--- src/rtl/montgomery_mult.sv ---
// Radix-2 Montgomery modular multiplier: result = A*B*2^(-WIDTH) mod N.
// Each iteration consumes one bit of the latched multiplicand, LSB first.
// A final conditional subtraction brings the accumulator below N.
// An even modulus skips the iterations and reports err with a zero result.
module montgomery_mult #(
   parameter int WIDTH = 8
) (
   input  logic             clk,
   input  logic             rst,
   input  logic             start,
   input  logic [WIDTH-1:0] op_a,
   input  logic [WIDTH-1:0] op_b,
   input  logic [WIDTH-1:0] modulus,
   output logic             busy,
   output logic             done,
   output logic             err,
   output logic [WIDTH-1:0] result
);

   // The accumulator stays below 2N, and the sum R + B + N stays below 4N,
   // so two guard bits are enough for the accumulator.
   localparam int RW = WIDTH + 2;
   localparam int CW = $clog2(WIDTH);

   typedef enum logic [1:0] {IDLE, CALC, FINAL} state_t;

   state_t           state_q, state_d;
   logic [WIDTH-1:0] a_q, a_d;
   logic [WIDTH-1:0] b_q, b_d;
   logic [WIDTH-1:0] n_q, n_d;
   logic [RW-1:0]    r_q, r_d;
   logic [CW-1:0]    cnt_q, cnt_d;
   logic             bad_q, bad_d;
   logic             done_q, done_d;
   logic             err_q, err_d;
   logic [WIDTH-1:0] res_q, res_d;

   logic [RW-1:0]    t_add, t_red, r_sub;
   logic             last_iter;

   assign last_iter = (cnt_q == CW'(WIDTH - 1));

   // One Montgomery step: add B when a_i is set, then add N when the sum is odd
   // so that the halving is exact. Also form R - N for the final reduction.
   always_comb begin
      t_add = r_q + (a_q[0] ? {2'b00, b_q} : '0);
      t_red = t_add[0] ? (t_add + {2'b00, n_q}) : t_add;
      r_sub = r_q - {2'b00, n_q};
   end

   // Next-state logic. An even modulus goes straight to FINAL.
   always_comb begin
      state_d = state_q;
      case (state_q)
         IDLE:    if (start) state_d = modulus[0] ? CALC : FINAL;
         CALC:    if (last_iter) state_d = FINAL;
         FINAL:   state_d = IDLE;
         default: state_d = IDLE;
      endcase
   end

   // Datapath and output updates for each state. Operands are captured only in
   // IDLE, so port changes during an operation have no effect.
   always_comb begin
      a_d    = a_q;
      b_d    = b_q;
      n_d    = n_q;
      r_d    = r_q;
      cnt_d  = cnt_q;
      bad_d  = bad_q;
      done_d = 1'b0;
      err_d  = err_q;
      res_d  = res_q;
      case (state_q)
         IDLE: begin
            if (start) begin
               a_d   = op_a;
               b_d   = op_b;
               n_d   = modulus;
               r_d   = '0;
               cnt_d = '0;
               bad_d = ~modulus[0];
            end
         end
         CALC: begin
            r_d   = t_red >> 1;
            a_d   = a_q >> 1;
            cnt_d = cnt_q + 1'b1;
         end
         FINAL: begin
            done_d = 1'b1;
            err_d  = bad_q;
            if (bad_q)
               res_d = '0;
            else if (r_q >= {2'b00, n_q})
               res_d = r_sub[WIDTH-1:0];
            else
               res_d = r_q[WIDTH-1:0];
         end
         default: ;
      endcase
   end

   // State and datapath registers with synchronous reset.
   always_ff @(posedge clk) begin
      if (rst) begin
         state_q <= IDLE;
         a_q     <= '0;
         b_q     <= '0;
         n_q     <= '0;
         r_q     <= '0;
         cnt_q   <= '0;
         bad_q   <= 1'b0;
         done_q  <= 1'b0;
         err_q   <= 1'b0;
         res_q   <= '0;
      end else begin
         state_q <= state_d;
         a_q     <= a_d;
         b_q     <= b_d;
         n_q     <= n_d;
         r_q     <= r_d;
         cnt_q   <= cnt_d;
         bad_q   <= bad_d;
         done_q  <= done_d;
         err_q   <= err_d;
         res_q   <= res_d;
      end
   end

   assign busy   = (state_q != IDLE);
   assign done   = done_q;
   assign err    = err_q;
   assign result = res_q;

endmodule

--- config.mk ---
export PLATFORM = sky130hd
export DESIGN_NAME = montgomery_mult
export DESIGN_NICKNAME = d
export VERILOG_FILES = /design/src/rtl/montgomery_mult.sv
export SDC_FILE = /design/constraint.sdc
export NUM_CORES = 1
export LEC_CHECK = 0
export CORE_MARGIN = 1.5
export CORE_UTILIZATION = 65
export DETAILED_ROUTE_END_ITERATION = 7
export DONT_BUFFER_PORTS = 1
export PLACE_DENSITY = 0.81
export RECOVER_POWER = 25
export SLEW_MARGIN = 5
export SYNTH_ARGS = -nofsm -noshare
export SYNTH_HDL_FRONTEND = slang
export SYNTH_SLANG_ARGS = --single-unit
--- constraint.sdc ---
create_clock -name clk -period 7.8 [get_ports clk]
set_input_delay 0 -clock clk [delete_from_list [all_inputs] [get_ports clk]]
set_output_delay 0 -clock clk [all_outputs]
set_load 0.01 [all_outputs]
==> results.py <==
metrics = {
    "clock_network": {
        "root_buffer": "clkbuf_8",
        "numCtsBuffers": 5,
        "htreeDepth": 2,
        "path_clk_slew_ns": 0.09,
        "tritoncts": "done",
        "clock_latency_ns": 0.31,
        "cts_resized": 0,
        "cts_buffer_depth": 2,
        "cts_sinks": 49,
    },
    "synth": {
        "synthTopCellsByArea": "dfxtp_1 (32%), ha_1 (10%), nand2_1 (7.9%)",
        "async_reset_ff_share_pct": 0,
        "ys_ff_latch": 49,
        "ys_seq_area_share_pct": 31.59,
        "syn_area_um2": 3105,
        "syn_inst": 388,
        "avgSynthCellArea_um2": 8.004,
        "synth_fp_nets": 444,
        "yosysTopAreaCell": "dfxtp_1",
        "ys.flop_type": "dfxtp_1",
        "yosys_warnings": 0,
        "synth_top_area_share_pct": 31.59,
        "synth_cell_types": 54,
        "synth_edf_count": 0,
    },
    "floorplan": {
        "core_area_um2": 4474,
        "io_pins": 38,
        "fp.dieH_um": 72.12,
        "rows": 24,
        "die_w_um": 72.12,
        "die_area_um2": 5201,
        "start_util_pct": 69.41,
    },
    "timing": {
        "slew_violations": 0,
        "setup_tns_ns": 0,
        "worst_slack_ns": 4.291,
        "finalSetupViolations": 0,
        "tightest_slew_ns": 1.268,
        "min_period_ns": 3.509,
        "grt_setup_unrepaired": "no",
        "finalCritPeriodShare_pct": 44.98,
        "fmax_mhz": 285.0,
        "hold_ws_ns": 0.02953,
        "fin_worst_skew_ns": 0.006999,
        "hold_violations": 0,
        "maxSlewHeadroom_pct": 15.15,
    },
    "routing": {
        "final_antenna_net_count": 0,
        "wl_met2_mm": 4.100,
        "first_iter_violations": 171,
        "vias": 2944,
        "routed_wl_mm": 8.413,
        "firstDrtPassIters": 7,
        "vias_per_cell": 6.318,
        "met1_length_mm": 3.507,
        "top_layer_used": "met4",
        "routed-wl-met3_um": 520,
        "wire_per_inst_um": 18.05,
        "drc": 0,
    },
    "worst_setup_path": {
        "worstRegToRegCells": 16,
        "reg2reg_slack_ns": 4.29,
        "arrival_ns": 3.73,
        "crit_path_start_kind": "flop",
        "crit_type": "flop to flop",
        "cp.required_ns": 8.03,
        "end_kind": "flop",
        "cp_max_fo": 9,
    },
    "cells_and_area": {
        "n_antenna_cell": 0,
        "areaGrowthSynthToFinish_pct": 14.63,
        "drive_above_1_share_pct": 4.831,
        "nNetsFinal": 469,
    },
    "grt": {
        "antenna_found_initial": 0,
        "grt_overflow": 0,
        "grt_max_degree": 45,
        "gr-usage-all-layers_pct": 33.53,
        "grt_pass1_vias": 2988,
        "grt_pass1_wl_mm": 13.59,
    },
    "flow_run": {
        "maxCapViolations": 0,
    },
    "power_and_ir_drop": {
        "power.density_nw_per_um2": 163.5,
        "p_leak_nw": 1.516,
        "peakVddDrop_uv": 169.4,
    },
    "place": {
        "port_buffers": 0,
        "dp_hpwl_mm": 5.560,
        "place_congestion": 0.9363,
        "dp_worst_setup_slack_ns": 4.385,
    },
    "run_status": {
        "run_status": "completed",
    },
    "worst_hold_path": {
        "hold_depth": 3,
        "holdCritPathClass": "input pin to flop",
    },
}
[cell type report]
type | count | area (µm²)
Multi-Input combinational cell | 303 | 1982
Timing Repair Buffer | 34 | 344.1
Tap cell | 52 | 65.06
Fill cell | 287 | 914.6
Clock buffer | 5 | 68.82
Sequential cell | 49 | 980.9
Inverter | 20 | 75.07
Clock inverter | 3 | 43.79
[synthesized netlist by cell type, types with 2 or more instances]
master and n:
o21ai_1 7, a21oi_1 33, nor3_1 6, o21bai_1 2, xnor2_1 9, dfxtp_1 49
a211oi_1 4, o211ai_1 3, a21o_1 6, ha_1 26, nor2_1 36, nand2b_1 5
buf_1 4, nand2_1 65, a2bb2oi_1 2, clkbuf_1 11, xor2_1 5, o21a_1 7
and2_1 8, or3_1 4, a311oi_1 7, nor2b_1 8, o31ai_1 4, mux2i_1 8
a22oi_1 7, o21ai_0 9, o31a_1 3, a31oi_1 4, inv_1 19, fa_1 3
[critical path: stages (launching register included)]
cell and delay, ns:
dfxtp_1 0.43, and2_1 0.16, ha_1 0.19, inv_1 0.07, fa_1 0.40, nor2b_1 0.19, o31a_1 0.24, o21a_1 0.14
nor2_1 0.05, xnor2_1 0.14, ha_1 0.35, o211ai_1 0.11, o21a_1 0.19, a31oi_1 0.27, xor2_1 0.19, a22oi_1 0.09
a211oi_1 0.24
[cell usage in the layout (no fill, tap or decap), drive strengths merged, types with 3 or more instances in the layout]
cell         instances
a21oi               34
nor2                36
a311oi               7
and2                 8
a22oi                7
o21a                 8
xnor2                9
fa                   3
a21o                 6
a211oi               4
clkbuf               6
mux2i                8
o21ai               17
xor2                 5
dfxtp               49
or3                  5
nor2b                8
ha                  26
inv                 21
a31oi                4
o211ai               3
nor3                 6
nand2b               5
o31a                 3
dlygate4sd3         32
nand2               66
o31ai                4
[path summary, 6_finish.rpt]
check,end,startpoint
worst max-delay path,r_q[6],a_q[0]
worst min-delay path,r_q[4],rst
worst max register to register,r_q[6],a_q[0]
worst min register to register,b_q[5],b_q[5]
[where the power goes]
part | leakage, nW | internal [W] | switching [W]
clock network | 0.0585 | 0.0000962 | 0.0000896
registers | 0.400 | 0.000262 | 0.0000113
logic | 1.06 | 0.0000525 | 0.0000698
total | 1.52 | 0.000411 | 0.000171
[logic make-up (layout without fill, tap and decap cells)]
family | after synthesis | after routing | share of synthesized area [%]
and+or+nand+nor | 141 | 141 | 20.59
AOI/OAI and AO/OA | 110 | 110 | 23.81
DFF | 49 | 49 | 31.59
buffers and inverters | 36 | 62 | 4.593
adders and majority gates | 29 | 29 | 12.41
xor gates and xnor gates | 14 | 14 | 3.949
muxes | 9 | 9 | 3.062
[sequential cells by signal, indices dropped and copies added, names as in the netlist]
register,flops
state_q,2
cnt_q,3
r_q,9
n_q,8
done,1
result,8
a_q,8
err,1
b_q,8
bad_q,1
[per-stage QoR]
stage / util, % / std cells / instance area (µm²) / power [W]
floorplan: - / 388 / 3105 / 0.0003591
global placement: 69.52 / 425 / 3110 / 0.0003723
detailed placement: 69.52 / 425 / 3110 / 0.0003771
CTS: 79.64 / 466 / 3563 / 0.0005757
global route: 79.56 / 466 / 3560 / 0.0006011
finish: 79.56 / 466 / 3560 / 0.0005818
[what timing repair did]
| action | CTS | global route |
|---|---|---|
| buffers inserted | 0 | 0 |
| hold buffers | 33 | 0 |
| endpoints found under the hold margin | 48 | 0 |
[layer usage]
| metal | GRT usage [%] | up-vias |
|---|---|---|
| met5 | 0 | - |
| met4 | 16.35 | 0 |
| met3 | 6.528 | 30 |
| met2 | 58.13 | 122 |
| met1 | 39.69 | 1380 |
| li1 | - | 1412 |
No activity file was read; power rests on OpenSTA's default activity.
